File: src/rtl/uart_pkg.sv
// uart_pkg: shared UART state encoding, parity selectors and default baud divisor
package uart_pkg;
   typedef enum logic [2:0] {IDLE, FETCH, START, DATA, PARITY, STOP} uart_tx_state_t;
   localparam logic PAR_EVEN = 1'b0;
   localparam logic PAR_ODD  = 1'b1;
   localparam int DEFAULT_CLKS_PER_BIT = 868;
endpackage

File: src/rtl/uart_baud_counter.sv
// uart_baud_counter: free-running 0..CLKS-1 counter with synchronous clear and terminal-count tick
module uart_baud_counter #(
   parameter int CLKS = 868
) (
   input  logic clk,
   input  logic rst,
   input  logic clear,
   output logic tick
);
   localparam int W = (CLKS > 1) ? $clog2(CLKS) : 1;
   localparam logic [W-1:0] LAST = W'(CLKS - 1);
   logic [W-1:0] cnt_q, cnt_d;
   assign tick = (cnt_q == LAST);
   always_comb cnt_d = (clear || tick) ? '0 : cnt_q + 1'b1;
   always_ff @(posedge clk or negedge rst) begin
      if (!rst) cnt_q <= '0;
      else cnt_q <= cnt_d;
   end
endmodule

File: src/rtl/uart_tx_engine.sv
// uart_tx_engine: UART transmit framer popping bytes from a registered-read FIFO
module uart_tx_engine
   import uart_pkg::*;
#(
   parameter int CLKS_PER_BIT = DEFAULT_CLKS_PER_BIT,
   parameter int DATA_BITS    = 8,
   parameter int PARITY_EN    = 0,
   parameter int PARITY_ODD   = 0,
   parameter int STOP_BITS    = 1
) (
   input  logic                 clk,
   input  logic                 rst,
   input  logic                 tx_en,
   input  logic                 fifo_empty,
   input  logic [DATA_BITS-1:0] fifo_rdata,
   output logic                 fifo_rd_en,
   output logic                 tx,
   output logic                 tx_busy,
   output logic                 tx_done
);
   localparam int BW = $clog2(DATA_BITS);
   localparam logic [BW-1:0] LAST_DATA = BW'(DATA_BITS - 1);
   localparam logic [BW-1:0] LAST_STOP = BW'(STOP_BITS - 1);
   localparam logic PAR_INIT = (PARITY_ODD != 0) ? PAR_ODD : PAR_EVEN;
   uart_tx_state_t state_q, state_d;
   logic [DATA_BITS-1:0] shift_q, shift_d;
   logic [BW-1:0] bit_q, bit_d;
   logic par_q, par_d, rd_en_q, rd_en_d, tx_q, tx_d, busy_q, busy_d, done_q, done_d;
   logic tick, clear;
   assign clear = (state_q == IDLE) || (state_q == FETCH);
   uart_baud_counter #(.CLKS(CLKS_PER_BIT)) u_baud (
      .clk   (clk),
      .rst   (rst),
      .clear (clear),
      .tick  (tick)
   );
   // Pop decision is registered one cycle ahead so the strobe lands in the IDLE cycle itself;
   // the FIFO is only drained by us, so a non-empty sample cannot turn stale in between.
   always_comb begin
      state_d = state_q;
      shift_d = shift_q;
      bit_d   = bit_q;
      par_d   = par_q;
      rd_en_d = 1'b0;
      done_d  = 1'b0;
      case (state_q)
         IDLE: begin
            if (rd_en_q) state_d = FETCH;
            else rd_en_d = tx_en && !fifo_empty;
         end
         FETCH: begin
            shift_d = fifo_rdata;
            par_d   = (^fifo_rdata) ^ PAR_INIT;
            bit_d   = '0;
            state_d = START;
         end
         START: state_d = tick ? DATA : START;
         DATA: begin
            if (tick) begin
               shift_d = shift_q >> 1;
               bit_d   = bit_q + 1'b1;
               if (bit_q == LAST_DATA) begin
                  bit_d   = '0;
                  state_d = (PARITY_EN != 0) ? PARITY : STOP;
               end
            end
         end
         PARITY: state_d = tick ? STOP : PARITY;
         STOP: begin
            if (tick) begin
               bit_d = bit_q + 1'b1;
               if (bit_q == LAST_STOP) begin
                  bit_d   = '0;
                  state_d = IDLE;
                  done_d  = 1'b1;
                  rd_en_d = tx_en && !fifo_empty;
               end
            end
         end
         default: state_d = IDLE;
      endcase
      tx_d   = (state_d == START) ? 1'b0 : (state_d == DATA) ? shift_d[0] : (state_d == PARITY) ? par_d : 1'b1;
      busy_d = (state_d != IDLE) || (rd_en_d && !done_d);
   end
   always_ff @(posedge clk or negedge rst) begin
      if (!rst) begin
         state_q <= IDLE;
         shift_q <= '0;
         bit_q   <= '0;
         par_q   <= 1'b0;
         rd_en_q <= 1'b0;
         tx_q    <= 1'b1;
         busy_q  <= 1'b0;
         done_q  <= 1'b0;
      end else begin
         state_q <= state_d;
         shift_q <= shift_d;
         bit_q   <= bit_d;
         par_q   <= par_d;
         rd_en_q <= rd_en_d;
         tx_q    <= tx_d;
         busy_q  <= busy_d;
         done_q  <= done_d;
      end
   end
   assign fifo_rd_en = rd_en_q;
   assign tx         = tx_q;
   assign tx_busy    = busy_q;
   assign tx_done    = done_q;
endmodule

File: config.mk
export PLATFORM = sky130hd
export DESIGN_NAME = uart_tx_engine
export DESIGN_NICKNAME = d
export VERILOG_FILES = /design/src/rtl/uart_pkg.sv /design/src/rtl/uart_baud_counter.sv /design/src/rtl/uart_tx_engine.sv
export SDC_FILE = /design/constraint.sdc
export NUM_CORES = 1
export LEC_CHECK = 0
export ABC_AREA = 1
export BUFFER_PORTS_ARGS = -buffer_cell sky130_fd_sc_hd__buf_2
export CORE_MARGIN = 2
export CORE_UTILIZATION = 58
export DETAILED_ROUTE_END_ITERATION = 12
export PLACE_DENSITY_LB_ADDON = 0.25
export SLEW_MARGIN = 20
export SYNTH_ARGS = -nofsm -noshare
export SYNTH_HDL_FRONTEND = slang
export SYNTH_SLANG_ARGS = --single-unit
export TNS_END_PERCENT = 1
File: constraint.sdc
create_clock -name clk -period 2.01 [get_ports clk]
set_input_delay 0.603 -clock clk [delete_from_list [all_inputs] [get_ports clk]]
set_output_delay 0.603 -clock clk [all_outputs]
set_load 0.01 [all_outputs]
* Yosys cells after proc, flatten, opt, wreduce, memory -nomap -nowiden
Index checks and enable logic that the tools add are counted.
W data, S select, Z words.
** Word-level totals
- Output and inout port bits :: 4
- Bits in registers :: 29
- Word-level logic and storage cells :: 66
** Operators by class
- Reduce and logical (&&, ||, !) cells :: 15
- Equality and inequality tests :: 12
- Add/sub/neg operators :: 2
- Multiplexer cells :: 27
** Operators by type and width (number)
- $mux W3 :: 9
- $pmux W3 S6 :: 1
- $pmux W8 S2 :: 1
- $eq A3 B2 Y1 const B :: 4
- $eq A3 B3 Y1 const B :: 4
- $mux W1 :: 12
- $add A10 B1 Y10 const B :: 1
- $eq A10 B10 Y1 const B :: 1
- $mux W10 :: 1
- $pmux W3 S3 :: 1
- $mux W8 :: 1
- $reduce_xor A8 Y1 :: 1
- $logic_not A3 Y1 :: 2
- $reduce_bool A3 Y1 :: 2
- $ne A2 B2 Y1 const B :: 2
- $add A3 B1 Y3 const B :: 1
- $eq A3 B1 Y1 const B :: 1
- $logic_or A1 B1 Y1 :: 3
- $reduce_and A3 Y1 :: 1
- $logic_and A1 B1 Y1 :: 2
- $logic_not A1 Y1 :: 2
- $pmux W1 S2 :: 1
- $reduce_and A2 Y1 :: 1
- $reduce_bool A2 Y1 :: 1

* Logic depth before layout (Yosys ltp)
Gate-level depths: netlist (run 1).
- Depth in word-level cells :: 8
- Mapped depth :: 12

* Hierarchy
A second synthesis (run 1) with hierarchy kept.
** Second synthesis, totals
- Cell total of the unflattened synthesis :: 203
- Area, all modules :: 1670.4 µm²
** Modules (own cells, without submodules)
- uart_tx_engine :: instances 1, cells each 130, area an instance 1104.8 µm²
- uart_baud_counter :: instances 1, cells each 73, area an instance 565.5 µm²

* Least setup slack after synthesis (run 1)
Ideal clock, no wire load.
- Path kind :: flip-flop to flip-flop
- Start :: reg u_baud.cnt_q[0]
- End :: reg shift_q[6]
- Path slack :: 510 ps
- Setup time :: 137 ps
- Cell stages (with the launch flop) :: 11
- Data arrival time :: 1363 ps
- Clock period less this slack :: 1500 ps
- Path buffers :: 0
- Cells stage by stage :: dfrtp_1 ha_1 nand2_2 nor2_2 nand3_4 nor2_8 inv_2 nand2_1 inv_2 nand2_1 o221ai_1
** On the way
- Longest elaborated chain between the ends :: 3
** RTL lines
- from (decl) :: line uart_baud_counter.sv:12 : logic [W-1:0] cnt_q, cnt_d;
- from (signal assigned) :: line uart_baud_counter.sv:17 : else cnt_q <= cnt_d;
- $eq A10 B10 Y1 :: line uart_baud_counter.sv:13 : assign tick = (cnt_q == LAST);
- $ne A2 B2 Y1 (no line)
- $reduce_and A2 Y1 (no line)
- to (signal assigned) :: line uart_tx_engine.sv:97 : shift_q <= shift_d;
- to (decl) :: line uart_tx_engine.sv:26 : logic [DATA_BITS-1:0] shift_q, shift_d;
Every way passes these cells.
A chain may end at the register's enable or synchronous reset.

* Worst setup path in the final report (run 1)
- Start :: reg u_baud.cnt_q[0]
- End :: reg bit_q[0]
** On the way
- Longest elaborated chain between the ends :: 3
** RTL lines
- $eq A10 B10 Y1 (*) :: line uart_baud_counter.sv:13
- $ne A2 B2 Y1 (no line)
- $reduce_and A3 Y1 (no line) (*)
- to (signal assigned) :: line uart_tx_engine.sv:98 : bit_q <= bit_d;
- to (decl) :: line uart_tx_engine.sv:27 : logic [BW-1:0] bit_q, bit_d;
Every way passes the cells marked *; elsewhere a longest branch is shown, timed or not.

==> qor.yml, run 1 <==
routing:
  first_pass_iters: 4
  wl_per_cell_um: 11.48
  drt_wl_total_mm: 3.259
  ant_nets: 0
  drcViolationCount: 0
  drt_iter0_drc: 68
  via_per_inst: 5.229
  vias: 1485
clock_network:
  cts_tree: "yes"
  clk-insertion-delay-late_ps: 320
  hold_buffers: 0
  post-cts-setup-buffers: 0
  htreeDepth: 2
  cts_resized: 0
  cts_buffers: 5
  cts_buffer_depth: 2
  clk_pin_slew_ps: 90
  cts.sinks: 29
  cts-root-buf: "clkbuf_4"
grt:
  grt_pass1_wl_mm: 5.899
  grt_max_degree: 30
  grt_pass1_vias: 1376
  grt_util_all_layers: 0.2276
  grt-ovfl-total: 0
  antenna_found_initial: 0
min_path:
  min_path_type: "input port to async pin"
synth:
  synthFlopType: "dfrtp_1"
  synth-async-reset-ratio: 1.000
  syn_nets: 247
  synthCells: 231
  mappedNetlistArea_mm2: 0.001725
  avgSynthCellArea_um2: 7.469
  ys_ff_latch: 29
  ys_warn_count: 0
  synth_edf_count: 0
  yosysMostFrequentCell: "nand2_1"
  yosys-top-cells-count: "nand2_1, inv_1, dfrtp_1, nor2_1, nand3_1"
  netlist.area_leader.share: 0.4061
  yosys-top-cells-area: "dfrtp_1, nand2_1, inv_1"
  seq_area_frac_synth: 0.4213
  yosysTopAreaCell: "dfrtp_1"
  ys_types: 33
die:
  start_util: 0.6203
  num_rows: 19
  die_x_um: 58.54
  core_mm2: 0.002781
  dieArea_mm2: 0.003427
  ioPinCount: 16
  die_y_um: 58.54
place:
  place_ws_ps: 347.3
  place.gp.congestion: 0.8358
  port_buffers: 15
  hpwl_mm: 2.409
finish:
  drive_above_1_share: 0.1858
  insertedDiodeCount: 0
  area_delta_synth_final_pct: 9.500
  fin_nets: 268
critical_path:
  crit_fanout: 6
  worstPathArrival_ps: 1870
  required_ps: 2210
  worstSetupPathType: "register to register"
  cp-end-kind: "register"
  worst_setup_path_start_kind: "register"
power_and_ir_drop:
  leakagePower_nw: 1.049
  p_sw_frac: 0.3570
  netSwitchingPower_uw: 632.5
  internal_power_mw: 1.139
  seqPwrFrac: 0.487
  clockPowerShare: 0.212
  peakVddDrop_mv: 0.7127
  power_density_mw_per_mm2: 937.7
  combPwrFrac: 0.301
  p_total_mw: 1.772
sta:
  clock_skew_ps: 6.311
  rsz0062_at_grt: "false"
  post-route-period-util: 0.8289
  relSlewSlack: 0.5836
  final-hold-violation-count: 0
  layout_setup_ws_ps: 343.8
  max_freq_ghz: 0.6002
  tightest_slew_ps: 624.6
  maxSlewViolCount: 0
  final.setup.tns_ps: 0
  setup_violations: 0
  min_period_ps: 1666
status:
  status: "finished clean"
flow_run:
  cap_violations: 0
==> cell type report <==
cell class                      instances  area [um2]
Sequential cell                        29       726.9
Inverter                               39       146.4
Timing Repair Buffer                   16       82.58
Multi-Input combinational cell        161       835.8
Tap cell                               31       38.79
Fill cell                             247       892.1
Clock buffer                            8       58.81
==> worst max-delay path: stages, from the launching register on <==
cell	delay (ps)
dfrtp_1	370
ha_1	250
nand2_2	90
nor2_2	170
nand3_4	140
nand2_1	110
nand3_1	200
nor2_1	170
a21oi_1	50
==> power by group through the flow <==
stage	registers [mW]	clock network (mW)	logic, mW
floorplan	0.857	0	0.405
global placement	0.872	0	0.524
detailed placement	0.871	0	0.535
CTS	0.861	0.384	0.538
global route	0.887	0.411	0.634
finish	0.863	0.375	0.533
==> layout by cell type, fill, tap and decap left out, drive strengths merged <==
cell	netlist	final
nand2	76	76
inv	39	39
dfrtp	28	28
nor2	24	24
buf	2	16
nand3	16	16
a21oi	9	9
nor3	9	9
clkbuf	0	8
o211ai	5	5
ha	4	4
nand4	3	3
o21ai	3	3
nor3b	2	2
xor2	2	2
nor4	2	2
o21a	1	1
a21boi	1	1
xnor2	1	1
or2	1	1
o221ai	1	1
o22ai	1	1
dfstp	1	1
==> layer usage <==
metal  global-route usage  share of wire  vias up  routed length (um)
met5                    0              0        -                   0
met4              0.07973          0.016        0                  51
met3              0.05275          0.041        5                 135
met2               0.3483           0.45       36                1477
met1               0.3177           0.49      671                1595
li1                     -              -      773                   -
==> flip-flops by register name (all words and copies together), names as in the netlist <==
name	flops
u_baud.cnt_q	10
shift_q	8
bit_q	3
state_q	3
fifo_rd_en	1
par_q	1
tx	1
tx_busy	1
tx_done	1
==> final timing paths <==
kind                                 start  cells after the start  slack (ps)         endpoint
min                                    rst                      1         280       shift_q[5]
min reg2reg                u_baud.cnt_q[0]                      1         460  u_baud.cnt_q[0]
max reg2reg                u_baud.cnt_q[0]                      8         340         bit_q[0]
max                        u_baud.cnt_q[0]                      8         340         bit_q[0]
max in group asynchronous              rst                      1        1320         bit_q[0]
min in group clk           u_baud.cnt_q[0]                      1         460  u_baud.cnt_q[0]
==> stage by stage <==
stage / cells / util / cell area, um2 / hold slack (ps)
2_1_floorplan: 231 / - / 1725 / 307.4
3_3_place_gp: 276 / 0.6581 / 1831 / 444.5
3_5_place_dp: 276 / 0.6581 / 1831 / 449.1
4_1_cts: 284 / 0.6793 / 1889 / 312.3
5_1_grt: 284 / 0.6793 / 1889 / 324.2
6_report: 284 / 0.6793 / 1889 / 284.2
==> cells by family (layout without fill, tap and decap cells) <==
logic type | after synthesis | count (layout) | synth area share
and+or+nand+nor | 133 | 133 | 0.3640
DFF | 29 | 29 | 0.4213
xor gates and xnor gates | 3 | 3 | 0.01523
AOI/OAI and AO/OA | 21 | 21 | 0.07615
adders and majority gates | 4 | 4 | 0.02901
buffers and inverters | 41 | 63 | 0.09427
Power figures use the tool's default switching activity.
==> inputs of run 2 (changes only) <==
--- a/config.mk
+++ b/config.mk
@@ -5,10 +5,10 @@
 export SDC_FILE = /design/constraint.sdc
 export NUM_CORES = 1
 export LEC_CHECK = 0
-export ABC_AREA = 1
+export ABC_AREA = 0
 export BUFFER_PORTS_ARGS = -buffer_cell sky130_fd_sc_hd__buf_2
 export CORE_MARGIN = 2
-export CORE_UTILIZATION = 58
+export CORE_UTILIZATION = 57
 export DETAILED_ROUTE_END_ITERATION = 12
 export PLACE_DENSITY_LB_ADDON = 0.25
 export SLEW_MARGIN = 20
==> constraint.sdc (replaced) <==
create_clock -name clk -period 1.7 [get_ports clk]
set_input_delay 0.51 -clock clk [delete_from_list [all_inputs] [get_ports clk]]
set_output_delay 0.51 -clock clk [all_outputs]
set_load 0.01 [all_outputs]
==> run 2 against run 1 <==
  * The run now ends with negative setup slack left
  * Sequential power grew 19%
  * Setup slack worse by 780 ps
  * Maximum frequency is 22% lower
  * Utilization grew 10 points
  * Sequential cell count stayed put
  * Area after synthesis is 10% lower
  * Critical path depth is 2 lower
  * Highest routed layer unchanged
  * Largest cell class unchanged
  * First-iteration DRC count shrank 40%
==> qor.yml, run 2 <==
synth:
  seq_area_frac_synth: 0.4685
  synth-simple-area-share: 0.2476
  ys_ff_latch: 29
  synth_mux_area_frac: 0
  synthFlopType: "dfrtp_1"
  syn_nets: 172
  synth_compound_area_frac: 0.1403
  netlist.area_leader.share: 0.4516
  synth-async-reset-ratio: 1.000
  ys_warn_count: 0
  synthXorXnorAreaFrac: 0.08468
  synth_fa_ha_area_frac: 0.03226
  synthCells: 156
  synth_edf_count: 0
  ys_types: 42
  mappedNetlistArea_mm2: 0.001551
  yosysTopAreaCell: "dfrtp_1"
  synth_top_family_by_area: "simple AND/OR/NAND/NOR gates"
  yosys-top-cells-count: "dfrtp_1, nand2_1, nor2_1, xnor2_1"
  yosys-top-cells-area: "dfrtp_1, xnor2_1, nand2_1"
  yosysMostFrequentCell: "dfrtp_1"
  avgSynthCellArea_um2: 9.945
sta:
  layout_setup_ws_ps: -440.5
  post-route-period-util: 1.259
  clock_skew_ps: 9.771
  relSlewSlack: 0.5759
  final.setup.tns_ps: -4428
  final-hold-violation-count: 0
  setup_violations: 27
  maxSlewViolCount: 0
  rsz0062_at_grt: "true"
  min_period_ps: 2140
  max_freq_ghz: 0.4672
  holdWs_ps: 178.3
  tightest_slew_ps: 636.1
die:
  ioPinCount: 16
  die_x_um: 56.17
  die_y_um: 56.17
  num_rows: 18
  start_util: 0.6151
  core_mm2: 0.002522
  dieArea_mm2: 0.003155
flow_run:
  cap_violations: 0
finish:
  insertedDiodeCount: 0
  nFillCells: 176
  drive_above_1_share: 0.3268
  largestRegisters: "u_baud.cnt_q: 10 flops, shift_q: 8 flops"
  multiInputGateArea_um2: 813.3
  final_area_mm2: 0.001967
  fin_nets: 220
  layout_common_cells: "buf_4, dfrtp_1, nand2_1"
  seq_area_um2: 726.9
  top_register: "u_baud.cnt_q"
  mostFrequentLayoutCell: "buf_4"
  largest_reg_flops: 10
  area_delta_synth_final_pct: 26.77
  fin_cells: 235
routing:
  drt_iter0_drc: 41
  wl_per_cell_um: 14.68
  drcViolationCount: 0
  vias: 1353
  via_per_inst: 5.757
  first_pass_iters: 5
  ant_nets: 0
  drt_wl_total_mm: 3.449
critical_path:
  worstPathArrival_ps: 2410
  crit_end: "tx"
  worst_setup_path_start_kind: "register"
  worstSetupPathType: "register to register"
  r2r_cells: 6
  setup.worst_path.start: "u_baud.cnt_q[1]"
  rr_startpoint: "u_baud.cnt_q[1]"
  cp-end-kind: "register"
  crit_fanout: 4
  required_ps: 1970
  r2r-end: "tx"
  reg2reg_slack_ps: -440
place:
  hpwl_mm: 2.439
  dp_cells: 224
  place.gp.congestion: 0.7985
  port_buffers: 15
  dpl_cell_area_mm2: 0.001856
clock_network:
  clk_pin_slew_ps: 90
  cts_buffer_depth: 2
  cts_tree: "yes"
  clk-insertion-delay-late_ps: 340
  hold_buffers: 0
  cts.sinks: 29
  cts_buffers: 5
  htreeDepth: 2
  cts-root-buf: "clkbuf_4"
grt:
  grt_util_all_layers: 0.2370
  grt_pass1_vias: 1329
  grt-ovfl-total: 0
  grt_pass1_wl_mm: 5.685
  antenna_found_initial: 0
  grt_max_degree: 30
power_and_ir_drop:
  leakagePower_nw: 0.9290
  power_density_mw_per_mm2: 1234
  peakVddDrop_mv: 0.9751
status:
  violations: "negative setup slack"
  status: "finished, violations left"
min_path:
  min_path_type: "input port to async pin"
==> run 2: changes by cell type in the layout (fill, tap and decap cells not counted), sizes merged, moves of 7 or more <==
cell   before  now
buf        16   46
inv        39    6
nand2      76   21
nand3      16    3
nor2       24   17
xnor2       1   12
==> run 2: cells by family (layout without fill, tap and decap cells) <==
| family | after synthesis | count (layout) |
|---|---|---|
| xor gates and xnor gates | 15 | 15 |
| adders and majority gates | 4 | 4 |
| DFF | 29 | 29 |
| and+or+nand+nor | 68 | 68 |
| AOI/OAI and AO/OA | 29 | 29 |
| buffers and inverters | 11 | 60 |
==> run 2: through the flow <==
stage          setup WS (ps)  power [mW]    util
2_1_floorplan         -408.7       1.543       -
3_3_place_gp          -354.3       1.859  0.7356
3_5_place_dp          -453.4       1.913  0.7356
4_1_cts               -394.3       2.386  0.7684
5_1_grt               -520.1       2.580  0.7798
6_report              -440.5       2.428  0.7798
==> run 2: worst min-delay path by stage <==
stage / start / to / depth (start not counted)
2_1_floorplan: rst / bit_q[0] / 0
3_3_place_gp: shift_q[6] / shift_q[6] / 2
3_5_place_dp: shift_q[0] / shift_q[0] / 1
4_1_cts: rst / tx_busy / 1
5_1_grt: rst / tx_busy / 1
6_report: rst / state_q[1] / 1
==> run 2: per-layer routing <==
metal | track usage | up-vias | part of all wire
met5 | 0 | - | 0
met1 | 0.2639 | 673 | 0.43
li1 | - | 647 | -
met2 | 0.4101 | 28 | 0.51
met4 | 0.1122 | 0 | 0.018
met3 | 0.07209 | 5 | 0.039
==> run 2: power breakdown <==
part / switching, mW / internal, mW
clock network: 0.238 / 0.204
logic: 0.473 / 0.483
registers: 0.116 / 0.915
==> run 2: cell type report <==
cell class                 instances  area share
multi-input combinational        116      0.4135
sequential                        29      0.3696
timing repair buffer              46      0.1565
clock buffer                       8     0.02990
tap                               30     0.01908
inverter                           6     0.01145
==> run 2: critical path, stage by stage, from the launching register on <==
cell      delay, ps
dfrtp_1         370
ha_1            180
or3b_4          400
or4_4           470
or3_1           390
a21oi_1         180
a211oi_1         90
==> run 2: what timing repair did <==
| item | 4_1_cts | 5_1_grt |
|---|---|---|
| gates resized for setup | 3 | 3 |
| buffers inserted | 2 | 1 |
| setup endpoints to repair | 22 | 28 |
| pin swaps | 1 | 2 |
==> inputs of run 3 (changes only) <==
--- a/config.mk
+++ b/config.mk
@@ -6,10 +6,10 @@
 export NUM_CORES = 1
 export LEC_CHECK = 0
 export ABC_AREA = 0
-export BUFFER_PORTS_ARGS = -buffer_cell sky130_fd_sc_hd__buf_2
 export CORE_MARGIN = 2
-export CORE_UTILIZATION = 57
+export CORE_UTILIZATION = 62
 export DETAILED_ROUTE_END_ITERATION = 12
+export DONT_BUFFER_PORTS = 1
 export PLACE_DENSITY_LB_ADDON = 0.25
 export SLEW_MARGIN = 20
 export SYNTH_ARGS = -nofsm -noshare
==> run 3 against run 2 <==
  * The run still ends with negative setup slack left
  * Power is 3.9% higher
  * Clock power grew 9.5%
  * Non-clock buffer count down 13
  * Routed wire length rose by 15%
  * Critical path type unchanged
  * Critical endpoint is now tx_busy
==> qor.yml, run 3 (synthesis gave the netlist of run 2 again) <==
grt:
  grt_util_all_layers: 0.2979
  grt_pass1_vias: 1341
  antenna_found_initial: 0
  grt_pass1_wl_mm: 6.113
  grt-ovfl-total: 0
  grt_max_degree: 29
sta:
  relSlewSlack: 0.7174
  setup_violations: 28
  post-route-period-util: 1.278
  maxSlewViolCount: 0
  layout_setup_ws_ps: -472.0
  rsz0062_at_grt: "true"
  max_freq_ghz: 0.4604
  min_period_ps: 2172
  clock_skew_ps: 8.350
  final-hold-violation-count: 0
  holdWs_ps: 314.4
  tightest_slew_ps: 424.0
routing:
  via_per_inst: 6.144
  drt_iter0_drc: 51
  drcViolationCount: 0
  ant_nets: 0
  wl_per_cell_um: 17.84
  first_pass_iters: 4
  drt_wl_total_mm: 3.960
  vias: 1364
power_and_ir_drop:
  combPwrFrac: 0.392
  seqPwrFrac: 0.417
  power_density_mw_per_mm2: 1276
  clockPowerShare: 0.191
  leakagePower_nw: 0.9047
  netSwitchingPower_uw: 883.3
  peakVddDrop_mv: 1.107
  internal_power_mw: 1.639
  p_sw_frac: 0.3502
min_path:
  min_path_type: "input port to register"
finish:
  layout_common_cells: "dfrtp_1, buf_4, nand2_1"
  fin_nets: 207
  largestRegisters: "u_baud.cnt_q: 10 flops, shift_q: 8 flops"
  top_register: "u_baud.cnt_q"
  area_delta_synth_final_pct: 27.42
  fin_cells: 222
  largest_reg_flops: 10
  insertedDiodeCount: 0
  drive_above_1_share: 0.3177
  utilization: 0.8128
status:
  violations: "negative setup slack"
  status: "finished, violations left"
critical_path:
  crit_family: "simple AND/OR/NAND/NOR gates"
  worstSetupPathType: "register to register"
  worstPathArrival_ps: 2390
  slowest_delay_ps: 480
  slowest_stage: "or4_4"
  cp-end-kind: "register"
  crit_fanout: 4
  worst_setup_path_start_kind: "register"
  cp_num_buf_inv: 0
  crit_chain: "ha_2 -> or3b_4 -> or4_4 -> o21ai_4 -> o41ai_1 -> or3_1"
  required_ps: 1920
die:
  die_x_um: 54.03
  ioPinCount: 16
  num_rows: 18
  dieArea_mm2: 0.002919
  core_mm2: 0.002432
  start_util: 0.6379
  die_y_um: 54.03
place:
  place.gp.congestion: 0.8285
  hpwl_mm: 2.482
  port_buffers: 0
  dp_cells: 208
clock_network:
  cts_buffers: 5
  clk-insertion-delay-late_ps: 330
  cts_tree: "yes"
  cts-root-buf: "clkbuf_4"
  htreeDepth: 2
  clk_pin_slew_ps: 90
  cts.sinks: 29
  cts_buffer_depth: 2
flow_run:
  cap_violations: 0
run 3: repair_timing:
| action | 4_1_cts | 5_1_grt |
|---|---|---|
| hold endpoints to repair | 28 | 1 |
| gates resized for setup | 6 | 10 |
| hold buffers | 2 | 1 |
| endpoints found under the setup margin | 27 | 28 |
| setup buffers | 1 | 2 |
| pin swaps | 1 | 8 |
run 3: power by group through the flow:
stage	clock (mW)	combinational [mW]	sequential (mW)
final	0.483	0.988	1.05
after global routing	0.511	1.07	1.07
after CTS	0.480	0.879	1.04
after detailed placement	0	0.837	1.05
after global placement	0	0.785	1.04
after floorplan	0	0.481	1.06
run 3: routing by layer:
metal  wire length, um  track usage  vias up
met5                 0            0        -
met4                80       0.1042        0
met3               242      0.09722       14
met2              1997       0.5224       52
met1              1639       0.3381      683
li1                  -            -      615
run 3: final timing paths:
path                                       from    endpoint  slack (ps)  depth (start not counted)
max in group asynchronous                   rst  shift_q[4]         910                          2
worst min register to register       shift_q[5]  shift_q[5]         490                          2
worst max register to register  u_baud.cnt_q[1]     tx_busy        -470                          6
min in group asynchronous                   rst          tx         550                          1
worst max-delay path            u_baud.cnt_q[1]     tx_busy        -470                          6
worst min-delay path              fifo_rdata[7]  shift_q[7]         310                          2
run 3: through the flow:
step                instance area (um2)  setup WS, ps  setup TNS (ps)  power [mW]
global placement                   1773        -349.4           -2784       1.826
detailed placement                 1773        -458.4           -4427       1.889
finish                             1977        -472.0           -5514       2.522
CTS                                1906        -446.7           -4642       2.401
floorplan                          1551        -408.7           -2892       1.543
global route                       1977        -562.0           -7267       2.655
run 3: worst register-to-register path: stages, from the launching register on:
cell and delay (ps):
dfrtp_1 380, ha_2 190, or3b_4 400, or4_4 480, o21ai_4 190, o41ai_1 100
or3_1 320
run 3: layout make-up:
type	count	area (um2)
multi-input combinational	116	847.1
timing repair buffer	33	272.8
tap	30	37.54
inverter	6	22.52
fill	145	455.4
clock inverter	1	5.005
sequential	29	726.9
clock buffer	7	65.06
